`config.mk`:
```
export PLATFORM = sky130hd
export DESIGN_NAME = vga_pattern_gen
export DESIGN_NICKNAME = d
export VERILOG_FILES = /design/src/rtl/vga_pkg.sv /design/src/rtl/vga_box_mover.sv /design/src/rtl/vga_pattern_gen.sv
export SDC_FILE = /design/constraint.sdc
export NUM_CORES = 1
export LEC_CHECK = 0
export ABC_AREA = 1
export CAP_MARGIN = 30
export CORE_ASPECT_RATIO = 0.7
export CORE_MARGIN = 2
export CORE_UTILIZATION = 25
export CTS_BUF_LIST = sky130_fd_sc_hd__clkbuf_8 sky130_fd_sc_hd__clkbuf_16
export DETAILED_ROUTE_END_ITERATION = 6
export GPL_TIMING_DRIVEN = 0
export PLACE_DENSITY = 0.46
export SYNTH_ARGS = -nofsm -noshare
export SYNTH_HDL_FRONTEND = slang
export SYNTH_SLANG_ARGS = --single-unit
```
`constraint.sdc`:
```
create_clock -name sys_clk -period 3.6 [get_ports sys_clk]
set_clock_uncertainty 0.15 [all_clocks]
set_input_delay 0.36 -clock sys_clk [delete_from_list [all_inputs] [get_ports sys_clk]]
set_output_delay 0.36 -clock sys_clk [all_outputs]
set_load 0.1 [all_outputs]
```
`src/rtl/vga_pkg.sv`:
```
// Shared definitions for the VGA test-pattern generator: mode encodings,
// colour constants, default raster size and the box axis step helper.
package vga_pkg;

  localparam int H_ACTIVE_DEF = 800;
  localparam int V_ACTIVE_DEF = 600;
  localparam int BOX_SIZE_DEF = 64;
  localparam int BAR_WIDTH    = 100;
  localparam int NUM_BARS     = 8;

  localparam logic [15:0] BOX_STEP = 16'd2;

  typedef enum logic [1:0] {
    MODE_BARS     = 2'b00,
    MODE_CHECKER  = 2'b01,
    MODE_GRADIENT = 2'b10,
    MODE_BOX      = 2'b11
  } mode_e;

  localparam logic [15:0] COLOUR_WHITE = 16'hFFFF;
  localparam logic [15:0] COLOUR_BLACK = 16'h0000;
  localparam logic [15:0] BOX_FG       = 16'hF800;
  localparam logic [15:0] BOX_BG       = 16'h001F;

  // One axis of the bouncing box: current direction and position.
  typedef struct packed {
    logic        fwd;
    logic [15:0] pos;
  } axis_t;

  function automatic logic [15:0] bar_colour(input logic [2:0] idx);
    logic [15:0] c;
    case (idx)
      3'd0:    c = 16'hFFFF;
      3'd1:    c = 16'hFFE0;
      3'd2:    c = 16'h07FF;
      3'd3:    c = 16'h07E0;
      3'd4:    c = 16'hF81F;
      3'd5:    c = 16'hF800;
      3'd6:    c = 16'h001F;
      default: c = 16'h0000;
    endcase
    return c;
  endfunction

  // Bounce at the far limit or at zero, otherwise keep stepping.
  function automatic axis_t axis_step(input logic [15:0] pos,
                                      input logic        fwd,
                                      input logic [15:0] limit);
    axis_t r;
    r.fwd = fwd;
    r.pos = pos;
    if (fwd) begin
      if (pos >= limit) begin
        r.fwd = 1'b0;
        r.pos = pos - BOX_STEP;
      end else begin
        r.pos = pos + BOX_STEP;
      end
    end else begin
      if (pos < BOX_STEP) begin
        r.fwd = 1'b1;
        r.pos = pos + BOX_STEP;
      end else begin
        r.pos = pos - BOX_STEP;
      end
    end
    return r;
  endfunction

endpackage

```
`src/rtl/vga_box_mover.sv`:
```
// Bouncing-box position tracker; moves one step per axis on each step pulse.
module vga_box_mover
  import vga_pkg::*;
#(
  parameter int H_ACTIVE = H_ACTIVE_DEF,
  parameter int V_ACTIVE = V_ACTIVE_DEF,
  parameter int BOX_SIZE = BOX_SIZE_DEF,
  parameter int XW       = 10,
  parameter int YW       = 10
) (
  input  logic          sys_clk,
  input  logic          rst,
  input  logic          step,
  output logic [XW-1:0] bx,
  output logic [YW-1:0] by
);

  localparam logic [15:0] X_LIMIT = 16'(H_ACTIVE - BOX_SIZE);
  localparam logic [15:0] Y_LIMIT = 16'(V_ACTIVE - BOX_SIZE);

  logic [XW-1:0] bx_reg, bx_next;
  logic [YW-1:0] by_reg, by_next;
  logic          right_reg, right_next;
  logic          down_reg, down_next;
  axis_t         ax, ay;

  always_comb begin
    ax         = axis_step(16'(bx_reg), right_reg, X_LIMIT);
    ay         = axis_step(16'(by_reg), down_reg, Y_LIMIT);
    bx_next    = ax.pos[XW-1:0];
    by_next    = ay.pos[YW-1:0];
    right_next = ax.fwd;
    down_next  = ay.fwd;
  end

  always_ff @(posedge sys_clk) begin
    if (rst) begin
      bx_reg    <= '0;
      by_reg    <= '0;
      right_reg <= 1'b1;
      down_reg  <= 1'b1;
    end else if (step) begin
      bx_reg    <= bx_next;
      by_reg    <= by_next;
      right_reg <= right_next;
      down_reg  <= down_next;
    end
  end

  assign bx = bx_reg;
  assign by = by_reg;

endmodule

```
`src/rtl/vga_pattern_gen.sv`:
```
// Raster-order RGB565 test-pattern source: bars, checker, gradient or a
// bouncing box, one registered pixel per downstream request.
module vga_pattern_gen
  import vga_pkg::*;
#(
  parameter int H_ACTIVE = H_ACTIVE_DEF,
  parameter int V_ACTIVE = V_ACTIVE_DEF,
  parameter int BOX_SIZE = BOX_SIZE_DEF
) (
  input  logic        sys_clk,
  input  logic        rst,
  input  logic        data_req,
  input  logic [1:0]  mode_sel,
  output logic [15:0] data,
  output logic        frame_done
);

  localparam int XW = (H_ACTIVE > 1) ? $clog2(H_ACTIVE) : 1;
  localparam int YW = (V_ACTIVE > 1) ? $clog2(V_ACTIVE) : 1;

  logic [XW-1:0] x_reg, x_next;
  logic [YW-1:0] y_reg, y_next;
  mode_e         mode_reg;
  logic [15:0]   data_reg, data_next;
  logic          frame_done_reg;
  logic          last_x, last_y, wrap;

  logic [XW-1:0] bx;
  logic [YW-1:0] by;
  logic [15:0]   x_ext, y_ext, bx_ext, by_ext;
  logic [7:1]    bar_ge;
  logic [2:0]    bar_idx;
  logic          in_box;

  assign last_x = (x_reg == XW'(H_ACTIVE - 1));
  assign last_y = (y_reg == YW'(V_ACTIVE - 1));
  assign wrap   = data_req && last_x && last_y;

  always_comb begin
    x_next = x_reg + XW'(1);
    y_next = y_reg;
    if (last_x) begin
      x_next = '0;
      y_next = last_y ? '0 : y_reg + YW'(1);
    end
  end

  // Box advances on the wrap request, so the next frame's first pixel sees it.
  vga_box_mover #(
    .H_ACTIVE(H_ACTIVE),
    .V_ACTIVE(V_ACTIVE),
    .BOX_SIZE(BOX_SIZE),
    .XW      (XW),
    .YW      (YW)
  ) u_box (
    .sys_clk(sys_clk),
    .rst    (rst),
    .step   (wrap),
    .bx     (bx),
    .by     (by)
  );

  assign x_ext  = 16'(x_reg);
  assign y_ext  = 16'(y_reg);
  assign bx_ext = 16'(bx);
  assign by_ext = 16'(by);

  genvar gi;
  generate
    for (gi = 1; gi < NUM_BARS; gi++) begin : g_bar
      assign bar_ge[gi] = (x_ext >= 16'(gi * BAR_WIDTH));
    end
  endgenerate

  // Thermometer of bar boundaries passed gives the bar index without a divider.
  always_comb begin
    bar_idx = '0;
    for (int i = 1; i < NUM_BARS; i++) begin
      bar_idx = bar_idx + 3'(bar_ge[i]);
    end
  end

  assign in_box = (x_ext >= bx_ext) && (x_ext < bx_ext + 16'(BOX_SIZE)) &&
                  (y_ext >= by_ext) && (y_ext < by_ext + 16'(BOX_SIZE));

  always_comb begin
    data_next = COLOUR_BLACK;
    case (mode_reg)
      MODE_BARS:     data_next = bar_colour(bar_idx);
      MODE_CHECKER:  data_next = (x_ext[5] ^ y_ext[5]) ? COLOUR_WHITE : COLOUR_BLACK;
      MODE_GRADIENT: data_next = {x_ext[9:5], y_ext[9:4], 5'b0};
      MODE_BOX:      data_next = in_box ? BOX_FG : BOX_BG;
      default:       data_next = COLOUR_BLACK;
    endcase
  end

  always_ff @(posedge sys_clk) begin
    if (rst) begin
      x_reg          <= '0;
      y_reg          <= '0;
      mode_reg       <= MODE_BARS;
      data_reg       <= '0;
      frame_done_reg <= 1'b0;
    end else begin
      frame_done_reg <= wrap;
      if (data_req) begin
        data_reg <= data_next;
        x_reg    <= x_next;
        y_reg    <= y_next;
      end
      if (wrap) begin
        mode_reg <= mode_e'(mode_sel);
      end
    end
  end

  assign data       = data_reg;
  assign frame_done = frame_done_reg;

endmodule

```
**Word-level counts from Yosys, hierarchy flattened**

Index checks and enable logic that the tools add are counted.

- Register bits after elaboration: 61
- Bits of input ports: 5
- Output and inout bits: 17
- Word-level logic and storage cells: 74

- Add/sub/neg operators: 14
- Order comparisons: 15
- Eq/ne operators: 11
- Mux-type cells: 16
- Bitwise gates (word level): 1
- Reduce and logical (&&, ||, !) cells: 8

Operator list:

| kind | number |
|---|---|
| case mux 16 bit (7 select lines) | 1 |
| two-way mux 16 bit | 6 |
| case mux 16 bit (4 select lines) | 1 |
| greater-or-equal comparator 10 bit, second input constant | 4 |
| two-way mux 17 bit | 2 |
| greater-or-equal comparator 10 x 9 -> 1 bit, second input constant | 3 |
| adder 10 x 2 -> 11 bit, second input constant | 2 |
| adder 10 x 7 -> 11 bit, second input constant | 2 |
| < comparator 10 x 11 -> 1 bit | 2 |
| subtractor 10 x 2 -> 11 bit, second input constant | 2 |
| adder 10 x 1 -> 10 bit, second input constant | 2 |
| equality test 10 bit, second input constant | 2 |
| greater-or-equal comparator 10 bit | 2 |
| < comparator 10 x 2 -> 1 bit, second input constant | 2 |
| two-way mux 10 bit | 2 |
| adder 3 x 1 -> 3 bit | 4 |
| greater-or-equal comparator 10 x 7 -> 1 bit, second input constant | 1 |
| greater-or-equal comparator 10 x 8 -> 1 bit, second input constant | 1 |
| equality test 3 bit, second input constant | 3 |
| equality test 3 x 2 -> 1 bit, second input constant | 2 |
| logical AND 1 bit | 5 |
| equality test 2 bit, second input constant | 2 |
| two-way mux 1 bit | 4 |
| adder 2 x 1 -> 3 bit | 1 |
| 7 further kinds | 7 |

**Depth between registers and ports, before layout**

- Depth after elaboration: 10
- Mapped depth: 14
- Depth with buffers taken out: 14

**Hierarchy**

Synthesis repeated with hierarchy kept, for this count alone.

- Cell total of the unflattened synthesis: 683
- Area, all modules: 4470.5 sq um

Modules (own cells, without submodules):

| module | times used | cells each | area each (sq um) | sequential area each (sq um) |
|---|---|---|---|---|
| vga_pattern_gen | 1 | 440 | 2910.3 | 700.7 |
| vga_box_mover | 1 | 243 | 1560.2 | 400.4 |

**Least setup slack after synthesis**

OpenSTA, ideal clock, no wires.

- Path type: register to register
- Start point: register x_reg[6]
- End point: register data_reg[11], in the netlist data[11]
- Library setup time: 109 ps
- Arrival time: 3177 ps
- Required time: 3341 ps
- Path slack: 164 ps
- Stages on the path, launching flop included: 11
- Buffers on the path: 0
- Clock period less this slack: 3436 ps
- Cells stage by stage: dfxtp_1 -> nor2_1 -> a311oi_1 -> fa_1 -> fa_1 -> fa_1 -> fa_1 -> a21oi_1 -> nand3_1 -> nand2_1 -> inv_1

- Cells in the longest elaborated chain, start to end: 10

RTL lines:

| item | line | source |
|---|---|---|
| from (decl) | vga_pattern_gen.sv:21 | `logic [XW-1:0] x_reg, x_next;` |
| from (signal assigned) | vga_pattern_gen.sv:108 | `x_reg <= x_next;` |
| greater-or-equal comparator 10 x 7 -> 1 bit or greater-or-equal comparator 10 x 8 -> 1 bit (tied branches) | vga_pattern_gen.sv:71 | `assign bar_ge[gi] = (x_ext >= 16'(gi * BAR_WIDTH));` |
| adder 1 x 1 -> 2 bit | vga_pattern_gen.sv:79 | `bar_idx = bar_idx + 3'(bar_ge[i]);` |
| adder 2 x 1 -> 3 bit | vga_pattern_gen.sv:79 |  |
| adder 3 x 1 -> 3 bit (4 in series) | vga_pattern_gen.sv:79 |  |
| equality test 3 bit, or another cell as far along | vga_pkg.sv:33 | `case (idx)` |
| case mux 16 bit (7 select lines) | vga_pkg.sv:33 |  |
| case mux 16 bit (4 select lines) (*) | vga_pattern_gen.sv:88 | `case (mode_reg)` |
| to (signal assigned) | vga_pattern_gen.sv:107 | `data_reg <= data_next;` |
| to (decl) | vga_pattern_gen.sv:24 | `logic [15:0] data_reg, data_next;` |

Mark *: on every way between the ends. The rest lies on a longest branch, timed or not.
A chain may end at the register's enable or synchronous reset.

**Worst setup path in the final report**

Ends and elaborated chain as after synthesis.

==> metrics.csv <==
stage;metric;value;unit
run_status;status;finished clean;
cts;clk sinks;55;
setup_path;CP top delay family;adder cells;
setup_path;Top cell by count, worst path;fa_1;
detailed_routing;vias;4079;
global_routing;met3 Use GR;2.51;%
synth;Syn Nets;679;
cts;Clock Pin Slew Worst Setup and Hold Paths;80;ps
synth;ys flop type;dfxtp_1;
global_routing;initial antenna violation count;0;
synth;Post-Syn Area;0.00428;mm2
synth;Yosys top cell by area;dfxtp_1;
timing;Worst slew margin;33.5;%
setup_path;reg2reg setup slack;200;ps
flow_run;number of max-cap violations;0;
floorplanning;initial core utilization;25.8;%
floorplanning;Die Footprint;0.0182;mm2
final_layout;Area Overhead vs Synth;18.4;%
synth;largest family of logic cells by synthesized area;simple AND/OR/NAND/NOR gates;
final_layout;layout cell share with drive strength beyond 1;11.3;%
pwr;power per cell area;275;mW/mm2
synth;Synth Register Bits;55;
synth;syn avg cell area;6.76;um2
timing;Worst Tran Pin Value;995;ps
setup_path;ordered cell list for the critical path;nand2_1 > nor3_2 > a311oi_2 > fa_1 > fa_1 > fa_2 > fa_1 > a21oi_4 > nand3_1 > nand2_1 > inv_1;
detailed_routing;DRT Pass-1 Iters;5;
cts;H-tree levels;2;
synth;mux contribution to synthesized area;0;%
setup_path;CP Buf/Inv Count;1;
global_routing;maximum number of pins on one net before global-route repair;18;
setup_path;Crit path largest cell delay;510;ps
final_layout;Ant. Diodes;0;
setup_path;largest fanout on the critical path;8;
synth;most instantiated library cell after synthesis;nand2_1;
synth;Synth Instances;632;
timing;final hold vios;0;
timing;crit path time final;3400;ps
setup_path;CP Depth;11;
detailed_routing;WL final;12300;um
floorplanning;Die Y;113;um
min_path;Hold Path Class;reg -> reg;
synth;number of synthesized flops with an enable pin;0;
timing;# setup viols final;0;
synth;Synth Area in Compound Gates;12.2;%
synth;Synth cell types;52;
detailed_routing;initial detailed-routing violation count;321;
floorplanning;# IOs;22;
floorplanning;CORE AREA;0.0165;mm2
placed_design;Final HPWL DP;9570;um
timing;Period Utilization, post-route;94.6;%
cts;worst-skew pair later-pin latency;300;ps
cts;CTS tree;done;
pwr;Peak VDD IR;0.126;mV
cts;buffer count from post-CTS setup fixing;0;
detailed_routing;WL/cell;13.9;um
global_routing;total track usage;14.3;%
timing;max-slew violation count;0;
synth;top post-synthesis cells by area;dfxtp_1 26%, nand2_1 12%, ha_1 11%;
global_routing;first-pass GRT wire length;20800;um
pwr;Leak;2.30;nW
floorplanning;die width;160;um
placed_design;Placed Area;0.00477;mm2
global_routing;number of global-route vias before repair;3913;
timing;unrepaired setup endpoints after global routing;false;
pwr;Tot Pwr;1.39;mW
min_path;hold depth;2;
global_routing;GR peak layer;met1;
placed_design;Port Buf Inserts;21;
synth;top cells by count, synth;133 x nand2_1, 96 x inv_1, 80 x nor2_1, 55 x dfxtp_1, 44 x nand3_1;
placed_design;routability congestion estimate;0.884;
floorplanning;FP Rows;39;
setup_path;CP required;3660;ps
setup_path;crit end category;flop;
global_routing;GR Util met1;22.8;%
synth;Syn. warnings;0;
synth;adder-cell share of the synthesized area;13.0;%
synth;Seq/Total Area, Yosys;25.8;%
setup_path;Critical Path AT;3460;ps
global_routing;GRT overflow;0;
detailed_routing;Via density;4.60;
detailed_routing;post-route antenna net violation count;0;
synth;Simple-Gate Fraction of Synth Area;33.8;%
cts;CTS Root Buffer Type;clkbuf_16;
final_layout;design area;0.00506;mm2
global_routing;met2 Use GR;19.9;%
final_layout;post-layout net count;707;
cts;TritonCTS Buffers;5;
final_layout;Largest register FFs;12;
setup_path;CP Class;reg -> reg;
synth;Synth top area share;25.8;%
setup_path;crit path max-delay cell type;fa_1;
cts;Clock Tree Buf Depth;2;
timing;fmax;294;MHz
setup_path;Worst setup SP type;flop;
synth;post-synthesis xor/xnor area fraction;3.48;%
synth;ys async rst share;0;%
setup_path;Worst R2R Path Depth;11;
detailed_routing;Residual DRC;0;
power breakdown:
group          total [mW]  switching, mW  internal (mW)
clock network       0.582          0.252          0.329
logic               0.185          0.140         0.0456
registers           0.626        0.00998          0.616
cell families (layout without fill, tap and decap cells):
family	count (synthesis)	count (layout)
AO/OA/AOI/OAI	85	85
XOR/XNOR	17	17
adder cells (fa/ha/maj)	42	42
buffers and inverters	118	147
flip-flops	55	55
AND/OR/NAND/NOR	315	315
cell usage in the layout, fill, tap and decap left out, types with 14 or more instances in the layout:
cell             Yosys  routed
inv_1               96      95
a21oi_1             29      27
nand3_1             44      42
clkdlybuf4s50_1      0      21
nand2_1            133     132
dfxtp_1             55      48
xor2_1              14      14
nand4_1             14      14
o21ai_0             23      23
nor2_1              80      78
nor3_1              19      17
ha_1                38      38
routing by layer:
| layer | up-vias | part of all wire (%) |
|---|---|---|
| met4 | 0 | 0.62 |
| met5 | - | 0 |
| met1 | 1863 | 57 |
| li1 | 2118 | - |
| met3 | 11 | 4.6 |
| met2 | 87 | 38 |
through the flow:
step / hold WS, ps / setup TNS (ps) / std cells / setup slack (ps) / util, %
after floorplan: 296 / 0 / 632 / 164 / -
after global placement: 320 / -1670 / 878 / -223 / 28.8
after detailed placement: 319 / -2390 / 878 / -289 / 28.8
after CTS: 339 / 0 / 886 / 18.5 / 30.0
after global routing: 370 / 0 / 886 / 11.0 / 30.6
final: 334 / 0 / 886 / 196 / 30.6
worst paths after layout:
path | startpoint | to
setup reg to reg | x_reg[6] | data[11]
hold reg to reg | u_box.down_reg | u_box.down_reg
setup / recovery | x_reg[6] | data[11]
hold / removal | u_box.down_reg | u_box.down_reg
area by class of cell:
cell class,instances,area [um2]
multi-input cells,459,2770
well taps,225,282
inverters,104,398
plain buffers,14,106
clock inverters,3,43.8
repair buffers,21,210
fillers,1818,11500
clock buffers,5,125
flip-flops and latches,55,1120
tightest hold or removal path, stage by stage, from the launching register on:
cell	delay (ps)
dfxtp_1	340
nand2_1	50
o211ai_1	60
what timing repair did:
item	in CTS	in global routing
gates resized for setup	8	26
pin swaps	0	8
endpoints found under the setup margin	10	11
hold buffers	0	0
Power figures use the tool's default switching activity.
